==> src/rtl/dco_word_seq.sv <==
// DCO tuning-word sequencer: steers the loop correction into the large, medium
// and small capacitor-bank words (PVT -> ACQ -> TRK). Optional dither: DCO_DITHER_EN.
module dco_word_seq #(
  parameter int FRAC_W     = 4,
  parameter int SETTLE_CYC = 16,
  parameter int TOL        = 2
) (
  input  logic                clk,
  input  logic                rst,
  input  logic                en,
  input  logic                otw_valid,
  input  logic [9+FRAC_W:0]   otw,
  output logic [4:0]          c_l_word,
  output logic [7:0]          c_m_word,
  output logic [7:0]          c_s_word,
  output logic [1:0]          mode,
  output logic                lock
);

  localparam int CW = $clog2(SETTLE_CYC) + 1;
  localparam logic [CW-1:0] CNT_TOP = CW'(SETTLE_CYC - 1);

  typedef enum logic [1:0] {
    IDLE = 2'd0,
    PVT  = 2'd1,
    ACQ  = 2'd2,
    TRK  = 2'd3
  } state_t;

  state_t             state;
  logic [CW-1:0]      cnt;
  logic signed [9:0]  prev;
  logic               first;
  logic [7:0]         c_s_base;

  function automatic logic [4:0] sat5(input logic signed [11:0] v);
    if (v < 12'sd0)       sat5 = 5'd0;
    else if (v > 12'sd31) sat5 = 5'd31;
    else                  sat5 = v[4:0];
  endfunction

  function automatic logic [7:0] sat8(input logic signed [11:0] v);
    if (v < 12'sd0)        sat8 = 8'd0;
    else if (v > 12'sd255) sat8 = 8'd255;
    else                   sat8 = v[7:0];
  endfunction

  logic signed [9:0]  oi;
  logic signed [11:0] oi_x;
  logic signed [10:0] diff;
  logic               in_tol;
  logic [CW-1:0]      cnt_inc;
  logic               hit;

  assign oi      = otw[9+FRAC_W:FRAC_W];
  assign oi_x    = {{2{oi[9]}}, oi};
  assign diff    = {oi[9], oi} - {prev[9], prev};
  assign in_tol  = (diff <= 11'(TOL)) && (diff >= -11'(TOL));
  assign cnt_inc = (cnt >= CNT_TOP) ? CNT_TOP : cnt + CW'(1);
  assign hit     = !first && in_tol && (cnt_inc == CNT_TOP);
  assign mode    = state;

  always_ff @(posedge clk) begin
    if (rst) begin
      state    <= IDLE;
      c_l_word <= 5'd16;
      c_m_word <= 8'd128;
      c_s_base <= 8'd128;
      lock     <= 1'b0;
      cnt      <= '0;
      prev     <= '0;
      first    <= 1'b0;
    end else if (!en) begin
      state <= IDLE;
      lock  <= 1'b0;
      cnt   <= '0;
    end else begin
      case (state)
        IDLE: begin
          state <= PVT;
          cnt   <= '0;
          first <= 1'b1;
        end
        default: begin
          if (otw_valid) begin
            case (state)
              PVT:     c_l_word <= sat5(12'sd16 + oi_x);
              ACQ:     c_m_word <= sat8(12'sd128 + oi_x);
              default: c_s_base <= sat8(12'sd128 + oi_x);
            endcase
            prev <= oi;
            if (first) begin
              cnt   <= '0;
              first <= 1'b0;
            end else if (!in_tol) begin
              cnt <= '0;
              if (state == TRK) lock <= 1'b0;
            end else if (hit && state != TRK) begin
              // Settled in PVT/ACQ: hand over to the next finer bank
              state <= (state == PVT) ? ACQ : TRK;
              cnt   <= '0;
              first <= 1'b1;
            end else begin
              cnt <= cnt_inc;
              if (hit) lock <= 1'b1;
            end
          end
        end
      endcase
    end
  end

`ifdef DCO_DITHER_EN
  logic [FRAC_W-1:0] frac;
  logic [FRAC_W-1:0] acc;
  logic              carry;

  // First-order sigma-delta of the latched fraction, live only in TRK
  always_ff @(posedge clk) begin
    if (rst) begin
      frac  <= '0;
      acc   <= '0;
      carry <= 1'b0;
    end else begin
      if (en && otw_valid && state != IDLE) frac <= otw[FRAC_W-1:0];
      if (state != TRK) begin
        acc   <= '0;
        carry <= 1'b0;
      end else begin
        {carry, acc} <= {1'b0, acc} + {1'b0, frac};
      end
    end
  end

  assign c_s_word = carry ? sat8({4'd0, c_s_base} + 12'sd1) : c_s_base;
`else
  logic unused_frac;
  assign unused_frac = ^otw[FRAC_W-1:0];
  assign c_s_word    = c_s_base;
`endif

endmodule
==> config.mk <==
export PLATFORM = sky130hd
export DESIGN_NAME = dco_word_seq
export DESIGN_NICKNAME = d
export VERILOG_FILES = /design/src/rtl/dco_word_seq.sv
export SDC_FILE = /design/constraint.sdc
export NUM_CORES = 1
export LEC_CHECK = 0
export BUFFER_PORTS_ARGS = -buffer_cell sky130_fd_sc_hd__buf_2
export CORE_UTILIZATION = 61
export CTS_BUF_LIST = sky130_fd_sc_hd__clkbuf_2
export DETAILED_ROUTE_END_ITERATION = 8
export PLACE_DENSITY_LB_ADDON = 0.15
export SLEW_MARGIN = 20
export SYNTH_ARGS = -nofsm -noshare
export SYNTH_HDL_FRONTEND = slang
export SYNTH_SLANG_ARGS = --single-unit
==> constraint.sdc <==
create_clock -name clk -period 4.6 [get_ports clk]
set_clock_uncertainty 0.1 [all_clocks]
set_input_delay 0.92 -clock clk [delete_from_list [all_inputs] [get_ports clk]]
set_output_delay 0.92 -clock clk [all_outputs]
set_load 0.005 [all_outputs]
# ---- Word-level counts from Yosys, hierarchy flattened
# Cells that the tools add are included.
dict set report word_totals {
  regBits 40
  latch_bits 0
  ramBits 0
  romBits 0
  wordCells 76
  mem_count 0
}
dict set report op_classes {
  add_sub_neg 4
  n_mul 0
  n_div 0
  magnitude_cmp 7
  n_eq_ne 8
  shift 0
  mux 23
  bitwise_logic 4
  n_reduce_logical 21
}
# op n
set op_table {}
lappend op_table {{2-to-1 mux 5 bit} 6}
lappend op_table {{less-than comparator 11 x 1 -> 1 bit (second input constant)} 2}
lappend op_table {{AND reduction 4 bit} 5}
lappend op_table {{2-to-1 mux 8 bit} 2}
lappend op_table {{2-to-1 mux 1 bit} 15}
lappend op_table {{adder 6 x 10 -> 11 bit (first input constant)} 1}
lappend op_table {{adder 9 x 10 -> 11 bit (first input constant)} 1}
lappend op_table {{>= comparator 11 x 2 -> 1 bit (second input constant)} 1}
lappend op_table {{greater-than comparator 11 x 6 -> 1 bit (second input constant)} 1}
lappend op_table {{greater-than comparator 11 x 9 -> 1 bit (second input constant)} 1}
lappend op_table {{<= comparator 11 x 3 -> 1 bit (second input constant)} 1}
lappend op_table {{subtractor 10 x 10 -> 11 bit} 1}
lappend op_table {{nonzero test 2 bit} 4}
lappend op_table {{AND reduction 6 bit} 1}
lappend op_table {{adder 5 x 1 -> 5 bit (second input constant)} 1}
lappend op_table {{equality test 5 x 4 -> 1 bit (second input constant)} 1}
lappend op_table {{>= comparator 5 x 4 -> 1 bit (second input constant)} 1}
lappend op_table {{equality test 2 bit (second input constant)} 2}
lappend op_table {{logical AND 1 bit} 4}
lappend op_table {{inequality test 2 x 1 -> 1 bit (second input constant)} 2}
lappend op_table {{inequality test 2 bit (second input constant)} 2}
lappend op_table {{inverter 1 bit} 4}
lappend op_table {{OR reduction 2 bit} 2}
lappend op_table {{AND reduction 3 bit} 1}
lappend op_table {{other kinds (5)} 5}

# ---- Logic depth before layout (Yosys ltp)
# Gate-level depths: netlist (run 1).
dict set report depth {
  depth_word 11
  mapped_depth 11
}

# ---- Worst setup path before layout (run 1)
# No wires, ideal clock.
dict set report synth_path {
  kind {input-to-reg}
  start {input otw[4]}
  end {register state[1] (netlist: mode[1])}
  setup_time_ps 115
  arrival_ps 3049
  required_time_ps 4385
  path_slack_ps 1336
  stages 11
  path_buffers 0
  cell_sequence {inv_1 ha_1 fa_1 nand2b_1 a211o_1 a31oi_1 or2b_2 nor4_1 a32o_2 and2_4 o21a_1}
}
dict set report synth_between {
  elab_chain_len 7
}
# item line_no
set synth_rtl {}
lappend synth_rtl {{from (decl)} 12} ;# input logic [9+FRAC_W:0] otw,
lappend synth_rtl {{subtractor 10 x 10 -> 11 bit *} 57} ;# assign diff = {oi[9], oi} - {prev[9], prev};
lappend synth_rtl {{<= comparator 11 x 3 -> 1 bit / >= comparator 11 x 2 -> 1 bit (equally long branches)} 58} ;# assign in_tol = (diff <= 11'(TOL)) && (diff >= -11'(TOL));
lappend synth_rtl {{logical AND 1 bit *} 58}
lappend synth_rtl {{logical AND 1 bit (2 in a row)} 60} ;# assign hit = !first && in_tol && (cnt_inc == CNT_TOP);
lappend synth_rtl {{logical AND 1 bit} 98} ;# end else if (hit && state != TRK) begin
lappend synth_rtl {{AND reduction 4 bit (no source line) *} n/a}
lappend synth_rtl {{to (signal assigned)} 100} ;# state <= (state == PVT) ? ACQ : TRK;
lappend synth_rtl {{to (decl)} 30} ;# state_t state;
# Every way passes the cells marked *; elsewhere a longest branch is shown, timed or not.
# A chain may end at the register's enable or synchronous reset.

# ---- Worst setup path after layout (run 1)
dict set report layout_path {
  start {input otw[4]}
  end {register state[0] (netlist: mode[0])}
}
dict set report layout_between {
  elab_chain_len 8
}
# item line_no
set layout_rtl {}
lappend layout_rtl {{subtractor 10 x 10 -> 11 bit *} 57}
lappend layout_rtl {{<= comparator 11 x 3 -> 1 bit / >= comparator 11 x 2 -> 1 bit (equally long branches)} 58}
lappend layout_rtl {{logical AND 1 bit *} 58}
lappend layout_rtl {{logical AND 1 bit (2 in a row)} 60}
lappend layout_rtl {{logical AND 1 bit} 98}
lappend layout_rtl {{nonzero test 2 bit (no source line)} n/a}
lappend layout_rtl {{AND reduction 4 bit (no source line) *} n/a}
# Marks and branches as above.

==> results of run 1 <==
-- worst paths after layout --
check,from,endpoint,slack (ns),cells past startpoint
max,otw[4],mode[0],1.35,12
max reg2reg,prev[0],mode[0],1.67,10
min,c_l_word[2],c_l_word[2],0.36,2
min reg2reg,c_l_word[2],c_l_word[2],0.36,2
-- cell families after synthesis --
| group | count (synthesis) |
|---|---|
| buffers and inverters | 27 |
| adder cells (fa/ha/maj) | 17 |
| AND/OR/NAND/NOR | 139 |
| AO/OA/AOI/OAI | 98 |
| XOR/XNOR | 8 |
| flip-flops | 40 |
-- cell usage after synthesis, types with 2 or more instances --
library cell | number | area (um2)
nor4_1 | 4 | 25.0
and2_4 | 3 | 26.3
a21boi_0 | 2 | 15.0
nand2b_1 | 10 | 62.6
or2_1 | 2 | 12.5
nand3b_1 | 4 | 30.0
o22ai_1 | 2 | 12.5
and3_1 | 5 | 31.3
clkbuf_1 | 7 | 26.3
and2b_2 | 3 | 26.3
nor3_1 | 5 | 25.0
or2_2 | 4 | 25.0
o21ai_0 | 15 | 75.1
nand4b_1 | 2 | 17.5
nor2b_1 | 4 | 25.0
dfxtp_1 | 40 | 801
xor2_1 | 4 | 35.0
a211o_1 | 5 | 43.8
a21oi_1 | 48 | 240
nor2_1 | 38 | 143
a21o_1 | 2 | 15.0
nand3_1 | 6 | 30.0
or2b_2 | 3 | 26.3
nand4_1 | 3 | 18.8
inv_1 | 18 | 67.6
ha_1 | 16 | 200
xnor2_1 | 4 | 35.0
o2111ai_1 | 2 | 17.5
a31oi_1 | 3 | 18.8
nand2_1 | 37 | 139
o21a_1 | 4 | 30.0
a211oi_1 | 4 | 30.0
-- layout make-up --
| cell class | instances | area [um2] | share of cell area (%) |
|---|---|---|---|
| clock buffers | 5 | 25.0 | 0.893 |
| clock inverters | 3 | 42.5 | 1.52 |
| inverters | 18 | 67.6 | 2.41 |
| multi-input cells | 262 | 1620 | 57.8 |
| flip-flops and latches | 40 | 801 | 28.6 |
| well taps | 50 | 62.6 | 2.23 |
| repair buffers | 37 | 185 | 6.61 |
-- flip-flops by register name, summed over array words and instances, names as in the netlist --
register  count
c_l_word      5
c_m_word      8
c_s_word      8
cnt           5
first         1
lock          1
mode          2
prev         10
-- where the power goes --
part / internal [mW] / switching (mW) / total (mW)
logic: 0.0502 / 0.0759 / 0.126
clock network: 0.0912 / 0.121 / 0.212
registers: 0.351 / 0.00254 / 0.354
-- through the flow --
step / power (mW) / util [%] / cell area (um2)
after floorplan: 0.452 / - / 2540
after global placement: 0.481 / 68.4 / 2740
after detailed placement: 0.484 / 68.4 / 2740
after CTS: 0.693 / 70.1 / 2800
after global routing: 0.724 / 70.1 / 2800
final: 0.692 / 70.1 / 2800
-- per-layer routing --
metal / track usage, % / routed length (um)
met2: 48.3 / 2780
met4: 9.84 / 81
met1: 35.2 / 2740
met5: 0 / 0
met3: 6.51 / 296
-- worst max-delay path: stages --
cell      delay, ns
buf_2          0.11
inv_1          0.06
ha_1           0.24
fa_1           0.40
nand2b_1       0.20
a211o_1        0.31
a31oi_1        0.27
o22ai_1        0.16
nor4_1         0.22
a32o_2         0.29
a21oi_1        0.11
a211oi_2       0.20
==> results.md, run 1 <==
* Status: completed
* Max Fclk at 0.307 GHz
* Clock transition at the registers of the reported paths at 0.22 ns
* Worst-Margin Slew at 0.731 ns
* TNS Setup at 0 ns
* Post-Synth Simple-Gate Area at 28.3%
* GR Overflow Total at 0
* Static Leak at 1.15 nW
* DRC viols at 0
* Total Wirelength at 5890 um
* Hold_buf cts at 0
* CTS Root Cell: clkbuf_2
* Data required time of the worst path at 4.86 ns
* Average routed wire per standard cell at 14.2 um
* P&R area growth vs syn at 10.5%
* Largest family of logic cells by synthesized area: simple AND/OR/NAND/NOR gates
* GRT Total Usage at 28.5%
* Die Footprint at 4420 um2
* CTS Buf Count at 5
* Fin. Hold Viols at 0
* Core Footprint at 4000 um2
* Setup crit end kind: flip-flop
* Final Cycle Share at 70.7%
* Clk buf depth at 2
* Port bufs at 37
* Final WS setup at 1.35 ns
* Synth Area in Adders at 8.68%
* Pre-Repair DR Iteration Count at 5
* Unrepaired setup endpoints after global routing: no
* DR iter-0 viols at 151
* Vias at 2459
* Sink Count at 40
* Async SR Flop Fraction at 0%
* Wire length of the first global-routing pass at 9590 um
* Die Wd at 66.5 um
* Commonest non-fill, non-tap cell in the layout: a21oi_1
* Gates resized, CTS repair at 0
* Final nets at 399
* Max Cap Viol at 0
* FILL cells at 352
* Initial core utilization at 63.4%
* Antenna Nets Post-Route at 0
* Placed Instances at 407
* Max IR drop VDD at 0.155 mV
* Setup Crit Path Kind: primary input to flip-flop
* Mux contribution to synthesized area at 0%
* Post-CTS Setup Bufs at 0
* Fin crit period at 3.25 ns
* N_diodes at 0
* Die Y at 66.5 um
* Finished Layout Cells at 415
* Largest net degree at the start of global routing at 34
* Syn_nets at 364
* Worst slew margin at 51.1%
* PD cells at 247 nW/um2
* H-tree levels at 2
* Initial antenna violation count at 0
* Top_reg_cell synth: dfxtp_1
* Cell area after synthesis at 2540 um2
* Share of cells above drive strength 1 at 17.8%
* Critical Path Fanout Max at 8
* Yosys cell types at 52
* Syn_area_per_cell at 7.71 um2
* Worst setup SP type: primary input
* Yosys warns at 0
* Number of enable flip-flop cells after synthesis at 0
* Post-DP HPWL at 4420 um
* Post-synthesis sequential area ratio at 31.6%
* Post-Place Worst Slack at 0.967 ns
* FF+latch count, synth at 40
* Routability cong. at 0.884
* Syn Inst Count at 329
* Std-Cell Rows at 23
* Commonest non-fill, non-tap cells in the layout: 48 x a21oi_1, 40 x dfxtp_1, 38 x nor2_1, 37 x nand2_1, 37 x buf_2
* Final Setup Violations at 0
* Compound-cell area share of the yosys netlist at 24.1%
* Hold WS at 0.364 ns
* I/O pin count at 42
* Hold WC Path Type: flip-flop to flip-flop
* Vias in the first global route at 2201
* CTS tree: built
* Worst skew pair latency at 0.41 ns
* Via/cell ratio at 5.93
* Max-slew violations at 0
* XOR/XNOR share of the synthesized area at 2.76%
* Critical Path AT at 3.51 ns
(Power assumes the default switching activity.)
==> run 2: changes to the inputs <==
--- a/config.mk
+++ b/config.mk
@@ -6,7 +6,7 @@
 export NUM_CORES = 1
 export LEC_CHECK = 0
 export BUFFER_PORTS_ARGS = -buffer_cell sky130_fd_sc_hd__buf_2
-export CORE_UTILIZATION = 61
+export CORE_UTILIZATION = 58
 export CTS_BUF_LIST = sky130_fd_sc_hd__clkbuf_2
 export DETAILED_ROUTE_END_ITERATION = 8
 export PLACE_DENSITY_LB_ADDON = 0.15
==> constraint.sdc (replaced) <==
create_clock -name clk -period 3.1 [get_ports clk]
set_clock_uncertainty 0.1 [all_clocks]
set_input_delay 0.62 -clock clk [delete_from_list [all_inputs] [get_ports clk]]
set_output_delay 0.62 -clock clk [all_outputs]
set_load 0.005 [all_outputs]
==> run 2 against run 1 <==
  * Combinational power grew 67%
  * Clock-buffer cell count grew 2
  * Register-to-register slack got worse by 1.4 ns
  * Utilization increased by 1.1 points
  * Critical endpoint unchanged
  * Cell count rose by 4.3%
  * Hold slack improved by 0.0037 ns
  * Sequential cell count unchanged
  * Highest routed layer unchanged
  * Total power grew 38%
  * Sequential power up 48%
  * Final area up 3.8%
  * First-iteration DRC count down 34%
  * Sequential share of layout area is 1.0 points lower
==> results.md, run 2 (synthesis results as in run 1) <==
* Met3 Usage GRT at 4.33% (was 6.51%)
* Sink Count at 40 (unchanged)
* CP Launch Point: otw[4] (unchanged)
* Die Footprint at 4640 um2 (was 4420 um2)
* Die Wd at 68.1 um (was 66.5 um)
* Initial core utilization at 62.1% (was 63.4%)
* Post-route cell area at 2910 um2 (was 2800 um2)
* Placed instance area at 2870 um2 (was 2740 um2)
* Critical Path Fanout Max at 8 (unchanged)
* Hold_buf cts at 0 (unchanged)
* Std-Cell Rows at 23 (unchanged)
* FF-to-FF Start: prev[0] (unchanged)
* Commonest non-fill, non-tap cell in the layout: a21oi_1 (unchanged)
* Unrepaired setup endpoints after global routing: no (unchanged)
* Max-slew violations at 0 (unchanged)
* Static Leak at 1.23 nW (was 1.15 nW)
* H-tree levels at 2 (unchanged)
* Vias in the first global route at 2231 (was 2201)
* FF-to-FF setup slack at 0.28 ns (was 1.67 ns)
* Worst setup SP type: primary input (unchanged)
* Via/cell ratio at 5.78 (was 5.93)
* I/O pin count at 42 (unchanged)
* Post-CTS Setup Bufs at 0 (unchanged)
* GR Overflow Total at 0 (unchanged)
* Average routed wire per standard cell at 13.7 um (was 14.2 um)
* GRT Total Usage at 28.0% (was 28.5%)
* Clock transition at the registers of the reported paths at 0.19 ns (was 0.22 ns)
* Final Cycle Share at 92.1%
* Largest net degree at the start of global routing at 33 (was 34)
* Core Footprint at 4090 um2 (was 4000 um2)
* Final Setup Violations at 0 (unchanged)
* DRC viols at 0 (unchanged)
* Vias at 2504 (was 2459)
* Commonest non-fill, non-tap cells in the layout: 48 x a21oi_1, 40 x dfxtp_1, 38 x nor2_1, 37 x nand2_1, 37 x buf_2 (unchanged)
* Hold WC Path Type: flip-flop to flip-flop (unchanged)
* Worst slew margin at 57.5% (was 51.1%)
* Max Cap Viol at 0 (unchanged)
* Max Fclk at 0.350 GHz
* Fin crit period at 2.86 ns
* Max IR drop VDD at 0.297 mV (was 0.155 mV)
* Met1 usage at 36.8% (was 35.2%)
* DR iter-0 viols at 100 (was 151)
* Post-DP HPWL at 4680 um (was 4420 um)
* Die Y at 68.1 um (was 66.5 um)
* N_diodes at 0 (unchanged)
* Routability cong. at 0.887 (was 0.884)
* Critical Path AT at 3.09 ns (was 3.51 ns)
* FF-to-FF path depth at 10 (unchanged)
* Fin. Hold Viols at 0 (unchanged)
* Pre-Repair DR Iteration Count at 4 (was 5)
* Met2 usage at 47.2% (was 48.3%)
* Layer with the highest usage: met2 (unchanged)
* Largest register FFs at 10 (unchanged)
* Worst skew pair latency at 0.38 ns (was 0.41 ns)
* Clk buf depth at 2 (unchanged)
* Total Wirelength at 5950 um (was 5890 um)
* Hold WS at 0.368 ns (was 0.364 ns)
* Worst-Margin Slew at 0.635 ns (was 0.731 ns)
* CTS Buf Count at 5 (unchanged)
* CTS tree: built (unchanged)
* Biggest register: prev (unchanged)
* Share of cells above drive strength 1 at 21.7% (was 17.8%)
* Gates resized, CTS repair at 0 (unchanged)
* RR Endpoint: mode[0] (unchanged)
* Initial antenna violation count at 0 (unchanged)
* Data required time of the worst path at 3.33 ns (was 4.86 ns)
* PD cells at 329 nW/um2 (was 247 nW/um2)
* CTS Root Cell: clkbuf_2 (unchanged)
* Setup Crit Path Kind: primary input to flip-flop (unchanged)
* Setup crit end kind: flip-flop (unchanged)
* Antenna Nets Post-Route at 0 (unchanged)
* Status: completed (unchanged)
* Port bufs at 37 (unchanged)
* P&R area growth vs syn at 14.7% (was 10.5%)
* Final nets at 417 (was 399)
* Wire length of the first global-routing pass at 9850 um (was 9590 um)
* Setup crit end: mode[0] (unchanged)
==> run 2: changes by cell type in the layout (fill, tap and decap cells not counted) <==
cell / previous run / this run
buf_4: 0 / 18
bufinv_16: 1 / 0
clkbuf_2: 5 / 7
clkinv_4: 1 / 0
==> run 2: cell type report <==
| class | instances | area (um2) |
|---|---|---|
| Clock inverter | 1 | 3.75 |
| Multi-Input combinational cell | 262 | 1620 |
| Clock buffer | 7 | 35.0 |
| Fill cell | 366 | 1180 |
| Sequential cell | 40 | 801 |
| Inverter | 18 | 67.6 |
| Tap cell | 50 | 62.6 |
| Timing Repair Buffer | 55 | 320 |
==> run 2: where the power goes <==
group	internal, mW	leakage [nW]	switching [mW]
logic	0.0913	0.872	0.118
registers	0.521	0.323	0.00386
clock network	0.0605	0.0306	0.161
==> run 2: critical path, stage by stage <==
cell and delay [ns]:
buf_2 0.09, inv_1 0.05, ha_1 0.22, fa_1 0.38, nand2b_1 0.18, a211o_1 0.31
a31oi_1 0.29, o22ai_1 0.16, nor4_1 0.20, a32o_2 0.29, a21oi_1 0.11, a211oi_2 0.20
==> run 2: metal layers <==
| layer | vias to the layer above | wire (um) |
|---|---|---|
| li1 | 1273 | - |
| met1 | 1154 | 2750 |
| met2 | 66 | 2820 |
| met3 | 11 | 295 |
| met4 | 0 | 78 |
| met5 | - | 0 |
==> run 2: worst min path at each step <==
stage | startpoint | end | slack, ns | cells past startpoint
3_5_place_dp | prev[4] | prev[4] | 0.35 | 2
3_3_place_gp | prev[2] | prev[2] | 0.34 | 2
2_1_floorplan | prev[2] | prev[2] | 0.34 | 2
5_1_grt | prev[2] | prev[2] | 0.38 | 2
6_report | prev[4] | prev[4] | 0.37 | 2
4_1_cts | prev[4] | prev[4] | 0.37 | 2
==> run 2: per-stage QoR <==
stage	cells	util, %	power [mW]	setup WS (ns)	TNS, ns
after global placement	425	70.2	0.736	-0.113	-0.429
after global routing	433	71.2	1.00	0.0652	0
after CTS	433	71.2	0.961	0.273	0
after detailed placement	425	70.2	0.742	-0.162	-0.807
final	433	71.2	0.956	0.244	0
after floorplan	329	-	0.671	0.136	0
==> run 3: changes to the inputs <==
--- a/config.mk
+++ b/config.mk
@@ -5,11 +5,12 @@
 export SDC_FILE = /design/constraint.sdc
 export NUM_CORES = 1
 export LEC_CHECK = 0
-export BUFFER_PORTS_ARGS = -buffer_cell sky130_fd_sc_hd__buf_2
-export CORE_UTILIZATION = 58
+export CORE_UTILIZATION = 61
 export CTS_BUF_LIST = sky130_fd_sc_hd__clkbuf_2
 export DETAILED_ROUTE_END_ITERATION = 8
+export DONT_BUFFER_PORTS = 1
 export PLACE_DENSITY_LB_ADDON = 0.15
+export RECOVER_POWER = 25
 export SLEW_MARGIN = 20
 export SYNTH_ARGS = -nofsm -noshare
 export SYNTH_HDL_FRONTEND = slang
==> run 3 against run 2 <==
  * Cell count down 12%
  * Worst setup slack got worse by 0.028 ns
  * Fmax decreased by 0.96%
  * Clock power hardly changed
  * Sequential power about the same
  * Global-route usage decreased by 1.6 points
  * Final area fell by 9.5%
  * Total power shrank 4.4%
  * Critical path depth decreased by 2
  * Highest routed layer unchanged
  * Routed wire length down 6.7%
  * Register-to-register slack worse by 0.06 ns
  * Sequential share of layout area increased by 2.9 points
==> results.md, run 3 (synthesis results as in run 1) <==
* Routability cong. at 0.948 (was 0.887)
* Final Setup Violations at 0 (unchanged)
* Worst skew pair latency at 0.41 ns (was 0.38 ns)
* Post-CTS Setup Bufs at 0 (unchanged)
* Std-Cell Rows at 23 (unchanged)
* Largest register FFs at 10 (unchanged)
* P&R area growth vs syn at 3.75% (was 14.7%)
* Die Footprint at 4420 um2 (was 4640 um2)
* Final nets at 367 (was 417)
* PD cells at 347 nW/um2 (was 329 nW/um2)
* Post-Place Worst Slack at -0.147 ns (was -0.162 ns)
* Clock transition at the registers of the reported paths at 0.20 ns (was 0.19 ns)
* Pre-Repair DR Iteration Count at 4 (unchanged)
* Combinational power share at 18.0% (was 21.9%)
* GRT Total Usage at 26.4% (was 28.0%)
* Data required time of the worst path at 3.34 ns (was 3.33 ns)
* Vias at 2317 (was 2504)
* Initial antenna violation count at 0 (unchanged)
* Placed instance area at 2590 um2 (was 2870 um2)
* Hold WS at 0.145 ns (was 0.368 ns)
* Worst-Margin Slew at 0.676 ns (was 0.635 ns)
* Commonest non-fill, non-tap cells in the layout: 48 x a21oi_1, 40 x dfxtp_1, 38 x nor2_1, 37 x nand2_1, 18 x inv_1 (was 48 x a21oi_1, 40 x dfxtp_1, 38 x nor2_1, 37 x nand2_1, 37 x buf_2)
* Average routed wire per standard cell at 14.5 um (was 13.7 um)
* Setup crit end kind: flip-flop (unchanged)
* Net Sw Frac at 29.5% (was 29.6%)
* Fin. Hold Viols at 0 (unchanged)
* Max Fclk at 0.347 GHz (was 0.350 GHz)
* Port bufs at 0 (was 37)
* Critical Path Fanout Max at 8 (unchanged)
* Final Cycle Share at 93.0% (was 92.1%)
* Wire length of the first global-routing pass at 9010 um (was 9850 um)
* TNS Setup at 0 ns (unchanged)
* Post-route cell area at 2630 um2 (was 2910 um2)
* Max-slew violations at 0 (unchanged)
* Sink Count at 40 (unchanged)
* CTS Root Cell: clkbuf_2 (unchanged)
* Die Wd at 66.5 um (was 68.1 um)
* Finished Core Util at 65.8% (was 71.2%)
* Commonest non-fill, non-tap cell in the layout: a21oi_1 (unchanged)
* Clock share of power at 24.5% (was 23.2%)
* CTS tree: built (unchanged)
* Post-DP HPWL at 4170 um (was 4680 um)
* H-tree levels at 2 (unchanged)
* DR iter-0 viols at 134 (was 100)
* Biggest register: prev (unchanged)
* Setup Crit Path Kind: flip-flop to flip-flop (was primary input to flip-flop)
* Via/cell ratio at 6.07 (was 5.78)
* Status: completed (unchanged)
* DRC viols at 0 (unchanged)
* Max IR drop VDD at 0.192 mV (was 0.297 mV)
* Die Y at 66.5 um (was 68.1 um)
* Sw Pwr at 270 uW (was 283 uW)
* Final WS setup at 0.217 ns (was 0.244 ns)
* I/O pin count at 42 (unchanged)
* N_diodes at 0 (unchanged)
* Initial core utilization at 63.4% (was 62.1%)
* Core Footprint at 4000 um2 (was 4090 um2)
* FILL cells at 366 (unchanged)
* Vias in the first global route at 2074 (was 2231)
* Total Wirelength at 5550 um (was 5950 um)
* Largest net degree at the start of global routing at 34 (was 33)
* Unrepaired setup endpoints after global routing: no (unchanged)
* Flop pwr share at 57.5% (was 54.9%)
* Share of cells above drive strength 1 at 10.2% (was 21.7%)
* Clk buf depth at 2 (unchanged)
* Worst slew margin at 54.8% (was 57.5%)
* Critical Path AT at 3.13 ns (was 3.09 ns)
* Static Leak at 0.983 nW (was 1.23 nW)
* GR Overflow Total at 0 (unchanged)
* Worst setup SP type: flip-flop (was primary input)
* Power Internal at 644 uW (was 673 uW)
* Fin crit period at 2.88 ns (was 2.86 ns)
* Hold WC Path Type: primary input to flip-flop (was flip-flop to flip-flop)
* Antenna Nets Post-Route at 0 (unchanged)
* Max Cap Viol at 0 (unchanged)
* CTS Buf Count at 5 (unchanged)
run 3: timing repair:
action	4_1_cts	5_1_grt
endpoints found under the setup margin	0	1
resized for setup	0	1
hold buffers	0	0
run 3: per-stage QoR:
step,cells,total power [mW]
after floorplan,329,0.671
after global placement,375,0.692
after detailed placement,375,0.696
after CTS,382,0.914
after global routing,382,0.957
final,382,0.914
run 3: worst paths after layout:
check        startpoint           to  slack, ns  cells past startpoint
min reg2reg     prev[8]      prev[8]       0.36                      2
min                 rst  c_l_word[2]       0.14                      1
max             prev[0]      mode[0]       0.22                     10
max reg2reg     prev[0]      mode[0]       0.22                     10
run 3: critical path, cell delays in order (launching register included):
cell and delay, ns:
dfxtp_1 0.37, ha_1 0.21, fa_1 0.40, nand2b_1 0.20
a211o_1 0.33, a31oi_2 0.26, o22ai_1 0.15, nor4_1 0.22
a32o_2 0.28, a21oi_1 0.11, a211oi_2 0.20
run 3: final cells by class:
class	count	area [um2]	share of cell area [%]
clock buffer	5	25.0	0.951
inverter	18	67.6	2.57
multi-input combinational	262	1630	61.8
clock inverter	2	12.5	0.476
timing repair buffer	5	37.5	1.43
tap	50	62.6	2.38
sequential	40	801	30.4
run 3: power by group through the flow:
| stage | combinational, mW | sequential, mW | clock [mW] |
|---|---|---|---|
| 2_1_floorplan | 0.136 | 0.535 | 0 |
| 3_3_place_gp | 0.157 | 0.536 | 0 |
| 3_5_place_dp | 0.160 | 0.536 | 0 |
| 4_1_cts | 0.161 | 0.526 | 0.228 |
| 5_1_grt | 0.184 | 0.527 | 0.246 |
| 6_report | 0.164 | 0.525 | 0.224 |
run 3: per-layer routing:
layer	wire, um	share of wire, %	GRT usage (%)	vias up
met5	0	0	0	-
met4	68	1.2	8.78	0
met3	311	5.6	7.02	7
met2	2450	44	41.1	70
met1	2720	49	35.1	1080
li1	-	-	-	1160
